[config.mk]
export PLATFORM = sky130hd
export DESIGN_NAME = mc_alu
export DESIGN_NICKNAME = d
export VERILOG_FILES = /design/src/rtl/mc_alu.sv
export SDC_FILE = /design/constraint.sdc
export NUM_CORES = 1
export LEC_CHECK = 0
export ABC_AREA = 0
export BUFFER_PORTS_ARGS = -buffer_cell sky130_fd_sc_hd__buf_2
export CAP_MARGIN = 20
export CORE_UTILIZATION = 47
export CTS_CLUSTER_DIAMETER = 200
export DETAILED_ROUTE_END_ITERATION = 8
export PLACE_DENSITY = 0.66
export SYNTH_ARGS = -nofsm -noshare
export SYNTH_HDL_FRONTEND = slang
export SYNTH_SLANG_ARGS = --single-unit
[constraint.sdc]
create_clock -name clk_i -period 4.5 [get_ports clk_i]
set_input_delay 0 -clock clk_i [delete_from_list [all_inputs] [get_ports clk_i]]
set_output_delay 0 -clock clk_i [all_outputs]
set_load 0.1 [all_outputs]
[src/rtl/mc_alu.sv]
// Multi-cycle ALU: single-cycle logic ops, iterative shift-add multiply, valid/ready handshakes.
// Define MC_ALU_DIV_EN to build the iterative unsigned divider behind opcode 111.
module mc_alu #(
  parameter int WIDTH = 32,
  parameter int CNT_W = $clog2(WIDTH + 1)
) (
  input  logic             clk_i,
  input  logic             rst_i,
  input  logic             req_valid_i,
  output logic             req_ready_o,
  input  logic [WIDTH-1:0] data1_i,
  input  logic [WIDTH-1:0] data2_i,
  input  logic [2:0]       ALUCtrl_i,
  output logic             resp_valid_o,
  input  logic             resp_ready_i,
  output logic [WIDTH-1:0] data_o,
  output logic [WIDTH-1:0] data_hi_o,
  output logic             Zero_o,
  output logic             Ovf_o
);

  typedef enum logic [1:0] {
    IDLE,
    BUSY,
    DONE
  } state_t;

  localparam logic [2:0] OP_ADD = 3'b000;
  localparam logic [2:0] OP_SUB = 3'b001;
  localparam logic [2:0] OP_AND = 3'b010;
  localparam logic [2:0] OP_OR  = 3'b011;
  localparam logic [2:0] OP_MUL = 3'b100;
  localparam logic [2:0] OP_XOR = 3'b101;
  localparam logic [2:0] OP_SLT = 3'b110;
`ifdef MC_ALU_DIV_EN
  localparam logic [2:0] OP_DIV = 3'b111;
`endif

  state_t             state;
  logic [CNT_W-1:0]   cnt;
  logic [WIDTH-1:0]   a_q;
  logic [2*WIDTH-1:0] acc;

  logic [WIDTH-1:0]   add_res;
  logic [WIDTH-1:0]   sub_res;
  logic [WIDTH-1:0]   alu_res;
  logic               alu_ovf;

  logic [WIDTH:0]     mul_sum;
  logic [2*WIDTH-1:0] mul_next;
  logic [2*WIDTH-1:0] iter_next;

  assign req_ready_o = (state == IDLE);

  always_comb begin
    add_res = data1_i + data2_i;
    sub_res = data1_i - data2_i;
    alu_res = '0;
    alu_ovf = 1'b0;
    case (ALUCtrl_i)
      OP_ADD: begin
        alu_res = add_res;
        alu_ovf = (data1_i[WIDTH-1] == data2_i[WIDTH-1]) &&
                  (add_res[WIDTH-1] != data1_i[WIDTH-1]);
      end
      OP_SUB: begin
        alu_res = sub_res;
        alu_ovf = (data1_i[WIDTH-1] != data2_i[WIDTH-1]) &&
                  (sub_res[WIDTH-1] != data1_i[WIDTH-1]);
      end
      OP_AND:  alu_res = data1_i & data2_i;
      OP_OR:   alu_res = data1_i | data2_i;
      OP_XOR:  alu_res = data1_i ^ data2_i;
      OP_SLT:  alu_res = {{(WIDTH-1){1'b0}}, ($signed(data1_i) < $signed(data2_i))};
      default: alu_res = '0;
    endcase
  end

  // acc = {partial product, remaining multiplier bits}; the carry of each add shifts in at the top.
  always_comb begin
    mul_sum  = {1'b0, acc[2*WIDTH-1:WIDTH]} + (acc[0] ? {1'b0, a_q} : {(WIDTH+1){1'b0}});
    mul_next = {mul_sum, acc[WIDTH-1:1]};
  end

`ifdef MC_ALU_DIV_EN
  logic               div_mode;
  logic [WIDTH-1:0]   b_q;
  logic [WIDTH:0]     div_shift;
  logic [WIDTH:0]     div_diff;
  logic [2*WIDTH-1:0] div_next;

  // acc = {remainder, dividend bits still to consume / quotient bits produced}; a borrow means restore.
  always_comb begin
    div_shift = {acc[2*WIDTH-1:WIDTH], acc[WIDTH-1]};
    div_diff  = div_shift - {1'b0, b_q};
    if (!div_diff[WIDTH]) begin
      div_next = {div_diff[WIDTH-1:0], acc[WIDTH-2:0], 1'b1};
    end else begin
      div_next = {div_shift[WIDTH-1:0], acc[WIDTH-2:0], 1'b0};
    end
    iter_next = div_mode ? div_next : mul_next;
  end
`else
  always_comb begin
    iter_next = mul_next;
  end
`endif

  always_ff @(posedge clk_i) begin
    if (rst_i) begin
      state        <= IDLE;
      cnt          <= '0;
      a_q          <= '0;
      acc          <= '0;
      resp_valid_o <= 1'b0;
      data_o       <= '0;
      data_hi_o    <= '0;
      Zero_o       <= 1'b1;
      Ovf_o        <= 1'b0;
`ifdef MC_ALU_DIV_EN
      div_mode     <= 1'b0;
      b_q          <= '0;
`endif
    end else begin
      case (state)
        IDLE: begin
          if (req_valid_i) begin
            a_q <= data1_i;
            cnt <= CNT_W'(WIDTH);
            if (ALUCtrl_i == OP_MUL) begin
              acc   <= {{WIDTH{1'b0}}, data2_i};
              state <= BUSY;
`ifdef MC_ALU_DIV_EN
              div_mode <= 1'b0;
            end else if (ALUCtrl_i == OP_DIV) begin
              acc      <= {{WIDTH{1'b0}}, data1_i};
              b_q      <= data2_i;
              div_mode <= 1'b1;
              state    <= BUSY;
`endif
            end else begin
              data_o       <= alu_res;
              data_hi_o    <= '0;
              Zero_o       <= (alu_res == '0);
              Ovf_o        <= alu_ovf;
              resp_valid_o <= 1'b1;
              state        <= DONE;
            end
          end
        end
        BUSY: begin
          cnt <= cnt - CNT_W'(1);
          acc <= iter_next;
          if (cnt == CNT_W'(1)) begin
            data_o       <= iter_next[WIDTH-1:0];
            data_hi_o    <= iter_next[2*WIDTH-1:WIDTH];
            Zero_o       <= (iter_next[WIDTH-1:0] == '0);
            Ovf_o        <= 1'b0;
            resp_valid_o <= 1'b1;
            state        <= DONE;
          end
        end
        DONE: begin
          if (resp_ready_i) begin
            resp_valid_o <= 1'b0;
            state        <= IDLE;
          end
        end
        default: state <= IDLE;
      endcase
    end
  end

endmodule
==> results by group <==
Status
  – Run status: finished clean

Clocking
  – CTS Buffer Depth: 2
  – H-Tree Depth: 4
  – Clock root cell: clkbuf_16
  – Setup Fix Bufs, Post-CTS: 0
  – TritonCTS Buffers: 17
  – CTS clock-pin slew for the worst setup and hold paths: 0.07 ns
  – Hold buffers post-CTS: 66
  – Worst skew pair latency: 0.44 ns
  – CTS tree: done
  – CTS sink cnt: 171
  – CTS resizes: 0

Route
  – Routed via count: 14.6k
  – Wire per inst: 20.0 um
  – WL final: 48.2 mm
  – DRC errors left: 0
  – Number of detailed-route iterations in the first pass: 6
  – DR iter-0 viols: 1528
  – DR vias/cell: 6.07
  – Post-route ant nets: 0

Global routing
  – Vias in the first global route: 13.7k
  – First-pass GRT wire length: 75.4 mm
  – Total congestion overflow: 0
  – Gr usage total: 31.2%
  – Largest net degree at the start of global routing: 92
  – Initial antenna violation count: 1

Critical path
  – Slowest CP cell: fa_1
  – CP max FO: 9
  – Most used cell, CP: o21ai_1
  – RR Startpoint: acc[0]
  – R2R Path End: data_hi_o[29]
  – Largest stage delay on the critical path: 0.41 ns
  – Critical path arrival: 4.12 ns
  – R2R cell count: 15
  – WS Path Type: register to register
  – Startpoint types: register
  – Slack of the worst reg-to-reg path: 0.71 ns
  – Setup crit end kind: register
  – Critical-path cell list: and2_1 -> ha_1 -> fa_1 -> a21oi_1 -> nor2_1 -> o21ai_1 -> o21ai_1 -> a32oi_1 -> o21ai_1 -> and2_4 -> a311oi_2 -> a21oi_1 -> and3_1 -> o21a_1 -> o41ai_1
  – Critical path origin: acc[0]
  – WP data required: 4.83 ns

Yosys
  – FF+latch count, synth: 171
  – Post-Syn Nets: 2094
  – Post-synth ARST share: 0%
  – Largest area contributor in the netlist: dfxtp_1
  – Synth Instances: 1883
  – Top post-synthesis cells by area: dfxtp_1 25%, ha_1 12%, a21oi_1 7.3%
  – Post-synth top area share: 24.6%
  – Register area share after synthesis: 24.6%
  – Post-synth cell types: 97
  – Syn Std Cell Area: 13900 um^2
  – Avg Inst Size Synth: 7.38 um^2
  – YS warnings: 0
  – Post-synth top flop: dfxtp_1
  – Number of enable flip-flop cells after synthesis: 0

Timing
  – Pins Over Slew Limit: 0
  – Max Freq: 264 MHz
  – Post-route minimum period: 3.79 ns
  – Setup TNS: 0 ns
  – Worst rel slew slack: 35.1%
  – Final Hold Vio Count: 0
  – Slew @ Worst Pin: 0.974 ns
  – RSZ-0062 raised after global routing: no
  – Setup-failing EPs final: 0
  – Final period util: 84.2%
  – WHS: 0.189 ns
  – Clk_skew: 0.0152 ns

Floorplanning
  – Die width: 174 um
  – Core ar.: 28900 um^2
  – Ports: 139
  – Die ar.: 30300 um^2
  – Initial Utilization: 48.1%
  – Die height: 174 um
  – Row cnt: 62

Hold path
  – Hold path endpoint: acc[48]
  – Hold path start: rst_i
  – Hold Crit Depth: 2
  – Hold crit path type: primary input to register

Placed design
  – Final HPWL DP: 35.5 mm
  – Port Buffers: 138
  – Final Wtd Congestion: 0.988

Final layout
  – Synth-to-layout area growth: 15.8%
  – Fillers: 2832
  – Share of layout cells above drive strength 1: 12.5%
  – Final #Nets: 2224

Pwr
  – Pwr dens: 281 nW/um^2
  – Leak pwr: 7.12 nW
  – IR drop worst, VDD: 199 uV

Job
  – Max-Cap Viols: 0
per-stage QoR:
step / setup WS (ns) / util [%] / area [um^2] / cells / power (W)
4_1_cts: 0.720 / 55.7 / 16100 / 2410 / 0.00451
6_report: 0.710 / 55.7 / 16100 / 2411 / 0.00452
5_1_grt: 0.516 / 55.7 / 16100 / 2411 / 0.00471
3_5_place_dp: 0.770 / 51.3 / 14900 / 2312 / 0.00299
3_3_place_gp: 0.888 / 51.3 / 14900 / 2312 / 0.00298
2_1_floorplan: 1.10 / - / 13900 / 1883 / 0.00260
worst max-delay path: cells and delay by family, from the launching register on:
family,cells,cell delay (ns)
AOI/OAI and AO/OA,9,2.06
DFF,1,0.36
and+or+nand+nor,4,0.66
adders and majority gates,2,0.61
cells by family after synthesis:
family	after synthesis	share of synthesized area (%)
adder cells (fa/ha/maj)	140	12.8
AO/OA/AOI/OAI	601	30.0
AND/OR/NAND/NOR	695	23.0
buffers and inverters	227	6.38
flip-flops	171	24.6
XOR/XNOR	37	2.33
multiplexers	12	0.873
cells in the final DEF, fill, tap and decap left out, drive strengths merged, types with 24 or more instances in the layout:
master         n
ha           137
dfxtp        171
o211ai        31
buf          167
a311oi        42
nor2         212
o21ai         69
a21oi        204
inv          113
a22oi         38
and2          40
a211oi        24
dlygate4sd3   66
nand3         41
a21o          39
nor3          30
nand2        244
per-layer routing:
layer | part of all wire [%] | wire length (um) | track usage (%) | up-vias
met5 | 0 | 0 | 0 | -
met4 | 3.1 | 1490 | 11.1 | 0
met3 | 8.0 | 3870 | 6.61 | 97
met2 | 45 | 21700 | 50.2 | 625
met1 | 44 | 21100 | 41.0 | 6908
li1 | - | - | - | 6994
where the power goes:
group          internal [W]  leakage, nW  switching (W)
Sequential          0.00158         1.39      0.0000572
Combinational      0.000436         5.43       0.000963
Clock              0.000802        0.292       0.000683
state kept, by name (all words and copies together) (netlist names):
signal / flops
Ovf_o: 1
Zero_o: 1
a_q: 32
acc: 64
cnt: 6
data_hi_o: 32
data_o: 32
resp_valid_o: 1
state: 2
final cells by class:
type / count / area [um^2] / share of cell area [%]
Inverter: 105 / 394 / 2.45
Clock buffer: 18 / 439 / 2.73
Tap cell: 384 / 480 / 2.98
Multi-Input combinational cell: 1485 / 9640 / 59.9
Sequential cell: 171 / 3420 / 21.3
Clock inverter: 14 / 151 / 0.940
Antenna cell: 1 / 2.50 / 0.0155
Timing Repair Buffer: 233 / 1570 / 9.76
how the worst max path moves through the flow:
stage	slack [ns]	depth (start not counted)	endpoint
finish	0.71	15	data_hi_o[29]
global route	0.52	15	acc[61]
CTS	0.72	15	data_hi_o[29]
detailed placement	0.77	15	data_hi_o[29]
global placement	0.89	15	data_hi_o[29]
floorplan	1.10	8	Ovf_o
Yosys cell counts, types with 8 or more instances:
cell type / count
o21ai_1: 10
o21a_1: 11
or3_1: 11
a211o_1: 8
o211ai_1: 30
nand2_1: 244
dfxtp_1: 171
nand3_1: 41
a211oi_1: 20
nor3_1: 30
and2_1: 39
buf_1: 11
o21ai_0: 58
nand4_1: 15
xnor2_1: 23
nand2b_1: 19
a22oi_1: 38
o21bai_1: 17
nor2b_1: 23
ha_1: 137
mux2i_1: 11
a21o_1: 39
a31oi_1: 11
a21oi_1: 203
inv_1: 100
nor4_1: 18
a311oi_1: 41
clkbuf_1: 93
xor2_1: 14
nor2_1: 212
buf_2: 16
a221oi_1: 13
Power figures use the tool's default switching activity.
